===== config.mk =====
export PLATFORM = sky130hd
export DESIGN_NAME = fixed2float_arbiter
export DESIGN_NICKNAME = d
export VERILOG_FILES = /design/src/rtl/fixed2float_arbiter.sv
export SDC_FILE = /design/constraint.sdc
export NUM_CORES = 1
export LEC_CHECK = 0
export ABC_AREA = 1
export CORE_MARGIN = 2
export CORE_UTILIZATION = 49
export DETAILED_ROUTE_END_ITERATION = 6
export GPL_ROUTABILITY_DRIVEN = 0
export HOLD_SLACK_MARGIN = 0.1
export PLACE_DENSITY_LB_ADDON = 0.05
export RECOVER_POWER = 50
export SYNTH_ARGS = -nofsm -noshare
export SYNTH_HDL_FRONTEND = slang
export SYNTH_SLANG_ARGS = --single-unit

===== constraint.sdc =====
create_clock -name clk -period 3.8 [get_ports clk]
set_input_delay 0.76 -clock clk [delete_from_list [all_inputs] [get_ports clk]]
set_output_delay 0.76 -clock clk [all_outputs]
set_load 0.02 [all_outputs]

===== src/rtl/fixed2float_arbiter.sv =====
// rtl/fixed2float_arbiter.sv - shares one pipelined fixed-to-float converter among N_REQ requesters
// Build macro F2F_ARB_FIXED_PRIO_EN: fixed priority (lowest index wins) instead of round-robin.
module fixed2float_arbiter #(
    parameter int N_REQ        = 4,
    parameter int FIXED_W      = 43,
    parameter int FLOAT_W      = 16,
    parameter int CONV_LATENCY = 3,
    parameter int FIFO_DEPTH   = 8,
    parameter int ID_W         = $clog2(N_REQ)
) (
    input  logic                     clk,
    input  logic                     reset_n,
    input  logic [N_REQ-1:0]         req_valid,
    input  logic [N_REQ*FIXED_W-1:0] req_data,
    output logic [N_REQ-1:0]         req_ready,
    output logic [FIXED_W-1:0]       conv_fixed_out,
    input  logic [FLOAT_W-1:0]       conv_float_in,
    output logic                     rsp_valid,
    input  logic                     rsp_ready,
    output logic [FLOAT_W-1:0]       rsp_data,
    output logic [ID_W-1:0]          rsp_id
);
    // Tag stage 0 sits beside conv_fixed_out; the remaining CONV_LATENCY+1 stages follow the converter.
    localparam int TAG_N = CONV_LATENCY + 2;
    localparam int PTR_W = (FIFO_DEPTH > 1) ? $clog2(FIFO_DEPTH) : 1;
    localparam int CNT_W = $clog2(FIFO_DEPTH + 1);
    localparam int FLT_W = $clog2(TAG_N + 1);

    logic               tag_valid [TAG_N];
    logic [ID_W-1:0]    tag_id    [TAG_N];
    logic [FLOAT_W-1:0] fifo_data [FIFO_DEPTH];
    logic [ID_W-1:0]    fifo_id   [FIFO_DEPTH];
    logic [PTR_W-1:0]   wr_ptr;
    logic [PTR_W-1:0]   rd_ptr;
    logic [CNT_W-1:0]   fifo_count;
    logic [FLT_W-1:0]   in_flight;
`ifndef F2F_ARB_FIXED_PRIO_EN
    logic [ID_W-1:0]    rr_ptr;
`endif

    logic               push;
    logic               pop;
    logic               issue_ok;
    logic               grant_any;
    logic [ID_W-1:0]    grant_id;
    logic [ID_W-1:0]    scan_idx;
    logic [FIXED_W-1:0] sel_data;
    int                 space;

    assign push      = tag_valid[TAG_N-1];
    assign rsp_valid = (fifo_count != '0);
    assign pop       = rsp_valid & rsp_ready;
    assign rsp_data  = rsp_valid ? fifo_data[rd_ptr] : '0;
    assign rsp_id    = rsp_valid ? fifo_id[rd_ptr] : '0;

    function automatic logic [PTR_W-1:0] ptr_inc(input logic [PTR_W-1:0] p);
        return (int'(p) == FIFO_DEPTH - 1) ? '0 : p + 1'b1;
    endfunction

    // Credits count both buffered results and conversions still in the pipe.
    always_comb begin
        space     = FIFO_DEPTH - int'(fifo_count) - int'(in_flight);
        issue_ok  = reset_n && (space > 0);
        grant_any = 1'b0;
        grant_id  = '0;
        scan_idx  = '0;
`ifdef F2F_ARB_FIXED_PRIO_EN
        for (int i = N_REQ - 1; i >= 0; i--) begin
            scan_idx = ID_W'(i);
            if (req_valid[scan_idx]) begin
                grant_any = 1'b1;
                grant_id  = scan_idx;
            end
        end
`else
        for (int i = N_REQ; i >= 1; i--) begin
            scan_idx = ID_W'((int'(rr_ptr) + i) % N_REQ);
            if (req_valid[scan_idx]) begin
                grant_any = 1'b1;
                grant_id  = scan_idx;
            end
        end
`endif
        grant_any = grant_any & issue_ok;
        req_ready = '0;
        if (grant_any) begin
            req_ready[grant_id] = 1'b1;
        end
        sel_data = '0;
        for (int i = 0; i < N_REQ; i++) begin
            if (grant_any && (grant_id == ID_W'(i))) begin
                sel_data = req_data[i*FIXED_W +: FIXED_W];
            end
        end
    end

    always_ff @(posedge clk) begin
        if (!reset_n) begin
            conv_fixed_out <= '0;
            for (int i = 0; i < TAG_N; i++) begin
                tag_valid[i] <= 1'b0;
                tag_id[i]    <= '0;
            end
            wr_ptr     <= '0;
            rd_ptr     <= '0;
            fifo_count <= '0;
            in_flight  <= '0;
`ifndef F2F_ARB_FIXED_PRIO_EN
            rr_ptr     <= ID_W'(N_REQ - 1);
`endif
        end else begin
            conv_fixed_out <= sel_data;
            tag_valid[0]   <= grant_any;
            tag_id[0]      <= grant_any ? grant_id : '0;
            for (int i = 1; i < TAG_N; i++) begin
                tag_valid[i] <= tag_valid[i-1];
                tag_id[i]    <= tag_id[i-1];
            end
`ifndef F2F_ARB_FIXED_PRIO_EN
            if (grant_any) begin
                rr_ptr <= grant_id;
            end
`endif
            if (grant_any && !push) begin
                in_flight <= in_flight + 1'b1;
            end else if (!grant_any && push) begin
                in_flight <= in_flight - 1'b1;
            end

            if (push) begin
                fifo_data[wr_ptr] <= conv_float_in;
                fifo_id[wr_ptr]   <= tag_id[TAG_N-1];
                wr_ptr            <= ptr_inc(wr_ptr);
            end
            if (pop) begin
                rd_ptr <= ptr_inc(rd_ptr);
            end
            if (push && !pop) begin
                fifo_count <= fifo_count + 1'b1;
            end else if (pop && !push) begin
                fifo_count <= fifo_count - 1'b1;
            end
        end
    end

    // The credit scheme guarantees a landing result always finds a free slot.
    assert property (@(posedge clk) disable iff (!reset_n)
        !(push && (int'(fifo_count) == FIFO_DEPTH)));

endmodule


==> results of run 1 <==
[cells in the final DEF (no fill, tap or decap), types with 19 or more instances in the layout]
cell type	instances
sky130_fd_sc_hd__nand2_1	328
sky130_fd_sc_hd__dfxtp_1	73
sky130_fd_sc_hd__clkdlybuf4s50_1	239
sky130_fd_sc_hd__edfxtp_1	144
sky130_fd_sc_hd__inv_1	127
sky130_fd_sc_hd__o22ai_1	19
sky130_fd_sc_hd__nand4_1	44
sky130_fd_sc_hd__buf_4	24
sky130_fd_sc_hd__nor2_1	132
sky130_fd_sc_hd__o21ai_0	102
sky130_fd_sc_hd__nand3_1	50
sky130_fd_sc_hd__clkbuf_16	25
[logic make-up (layout without fill, tap and decap cells)]
family	Yosys count	in the layout	synth area share, %
buffers and inverters	198	462	8.40
AOI/OAI and AO/OA	153	153	8.11
xor gates and xnor gates	3	3	0.259
and+or+nand+nor	566	566	23.5
adders and majority gates	15	15	2.07
DFF	220	220	57.7
other	0	1	0
[power by group]
group          leakage (nW)  switching (mW)  total [mW]  internal (mW)
Clock                 0.399           0.949        2.37           1.42
Sequential             1.91           0.103        2.90           2.80
Combinational          3.52            3.18        4.96           1.78
Total                  5.83            4.24        10.2           5.99
[registers in the layout, summed over array words and instances (netlist names), named ones only]
signal,flops
tag_id,10
conv_fixed_out,43
in_flight,3
fifo_count,4
tag_valid,5
fifo_data,128
wr_ptr,3
rr_ptr,2
rd_ptr,3
fifo_id,16
[layout make-up]
class                           count  area [um2]  share of cell area, %
Sequential cell                   220        5850                   42.7
Multi-Input combinational cell    737        3440                   25.1
Timing Repair Buffer              285        2780                   20.3
Clock buffer                       30         644                   4.70
Inverter                          133         502                   3.66
Tap cell                          270         338                   2.46
Clock inverter                     14         160                   1.17
Antenna cell                        1        2.50                 0.0182
[repair_timing]
action	in CTS	in global routing
endpoints found under the setup margin	4	4
setup buffers	0	1
resized for setup	8	7
pin swaps	0	1
[worst min path at each step]
stage / from / cells after the start / slack (ps) / endpoint
after global routing: tag_id[0][7] / 2 / 430 / tag_id[0][9]
after floorplan: tag_id[0][0] / 2 / 390 / tag_id[0][2]
after global placement: tag_valid[0][3] / 2 / 390 / tag_valid[0][4]
final: tag_id[0][5] / 2 / 410 / tag_id[0][7]
after detailed placement: tag_valid[0][3] / 2 / 400 / tag_valid[0][4]
after CTS: tag_valid[0][3] / 2 / 410 / tag_valid[0][4]
[layer usage]
layer / GRT usage, % / up-vias / routed length (um)
li1: - / 4283 / -
met1: 30.8 / 3900 / 11100
met2: 44.5 / 283 / 14100
met3: 6.17 / 36 / 2030
met4: 6.33 / 0 / 594
met5: 0 / - / 0
[worst max-delay path, cell delays in order, from the launching register on]
cell                              delay, ps
sky130_fd_sc_hd__dfxtp_2                360
sky130_fd_sc_hd__inv_2                   70
sky130_fd_sc_hd__ha_1                   290
sky130_fd_sc_hd__inv_1                   60
sky130_fd_sc_hd__fa_1                   420
sky130_fd_sc_hd__or2_2                  310
sky130_fd_sc_hd__nand4_1                 70
sky130_fd_sc_hd__a21oi_1                 80
sky130_fd_sc_hd__nor2_4                 200
sky130_fd_sc_hd__nand2_2                130
sky130_fd_sc_hd__nor2_8                 100
sky130_fd_sc_hd__clkdlybuf4s15_2        260
[metrics by stage]
step | util [%] | TNS (ps) | hold slack, ps
global route | 67.8 | -1.61 | 427
CTS | 67.8 | 0 | 412
global placement | 63.8 | 0 | 394
finish | 67.8 | 0 | 410
floorplan | - | 0 | 390
detailed placement | 63.8 | 0 | 396
==> flow_summary.toml, run 1 <==
[sta]
min_period_over_period_pct = 95.8
relSlewSlack_pct = 40.0
maxSlewViolCount = 0
setup-violations-final = 0
final_hold_viol_count = 0
period_needed_ps = 3640
worst_slack_ps = 161
unrepaired_setup_endpoints_after_global_routing = "true"
achievable-frequency_ghz = 0.275
worst_margin_pin_slew_ps = 900
skew_ps = 9.88

[synthesis]
yosys.area.top_type = "sky130_fd_sc_hd__edfxtp_1"
ys_seq_elements = 220
synthesis.area_um2 = 10100
postSynth.asyncResetShare_pct = 0
postSynthCellCount = 1155
ys_seq_area_share_pct = 57.7
syn_nets = 1365
synth_edf_count = 144
synth.most_common_cell = "sky130_fd_sc_hd__nand2_1"
ys_warns = 0
post_synth_main_area_contributors = "sky130_fd_sc_hd__edfxtp_1 43%, sky130_fd_sc_hd__dfxtp_1 15%, sky130_fd_sc_hd__nand2_1 12%"
postSynthAreaPerCell_um2 = 8.77
yosysUniqueCellTypes = 32
synth_ff_type = "sky130_fd_sc_hd__edfxtp_1"
synth.top_cell.area_share_pct = 42.7
synth.cells.most_frequent = "328 x sky130_fd_sc_hd__nand2_1, 144 x sky130_fd_sc_hd__edfxtp_1, 132 x sky130_fd_sc_hd__nor2_1, 128 x sky130_fd_sc_hd__inv_1, 102 x sky130_fd_sc_hd__o21ai_0"

[routing]
drc_errors = 0
routed_wl_um = 27700
first_iter_violations = 441
antenna_violating_nets_left = 0
vias = 8502
wl_per_cell_um = 16.4
pre_repair_dr_iteration_count = 5
post_drt_via_cell_ratio = 5.03

[placed_design]
pre_cts_worst_setup_slack_ps = 236
detailedPlacementHpwl_um = 18200
placed_area_um2 = 12900
place.detailed.instances = 1644
count_of_input_and_output_buffers = 260

[setup_path]
reg2reg_slack_ps = 470
r2r_end = "conv_fixed_out[7]"
worst-setup-path-type = "reg2out"
cp-start-kind = "flop"
setup.worst_path.start = "fifo_count[0]"
timing.critical_path.to_type = "primary output"
source_of_the_worst_register_to_register_timing_path = "fifo_count[0]"
critPathArrivalTime_ps = 2880
rr_worst_depth = 15
crit_path_end = "req_ready[3]"
timing.critical_path.fanout_max = 6
cp_data_required_time_ps = 3040

[power_and_ir_drop]
leak_pwr_nw = 5.83
design_power_total_mw = 10.2
vdd.ir_drop.worst_v = 0.000559
powerDensity_nw_per_um2 = 746

[die]
std_cell_rows = 52
start_util_pct = 50.1
die-area_um2 = 21800
die_span_x_um = 148
core_um2 = 20200
floorplan.io_pins = 261
die_y_um = 148

[layout]
layoutNonFillerInstCount = 1690
layout.nets = 1611
stdcell_area_um2 = 13700
drive_gt1_share_pct = 5.78
synthToLayoutAreaGrowth_pct = 35.3
n_fill_cell = 1633

[global_route]
grt_overflow_total = 0
first_global_vias = 8121
global_route.usage.total_pct = 25.1
grt_first_pass_wirelength_um = 43100
number_of_antenna_violations_at_the_first_check_in_global_routing = 1
grt_start_max_net_pins = 88

[clock_network]
cts_sinks = 220
clk_pin_slew_worst_paths_ps = 60
root_buffer = "sky130_fd_sc_hd__clkbuf_16"
hold_buffers = 0
numCtsBuffers = 24
clock_tree.htree_level_count = 1
tritoncts_clock_tree = "done"
max-clock-path-buffers = 3
clkLatencyLatePin_ps = 510

[job]
cap_viol_max_count = 0

[outcome]
status = "finished clean"

[hold_path]
timing.hold.worst.class = "reg2reg"
(Power assumes the default switching activity.)
==> run 2, diff against run 1 <==
--- a/config.mk
+++ b/config.mk
@@ -6,6 +6,7 @@
 export NUM_CORES = 1
 export LEC_CHECK = 0
 export ABC_AREA = 1
+export CAP_MARGIN = 20
 export CORE_MARGIN = 2
 export CORE_UTILIZATION = 49
 export DETAILED_ROUTE_END_ITERATION = 6
==> results of run 2 <==
Same layout as run 1: the final DEF is identical, and so are final timing and power.
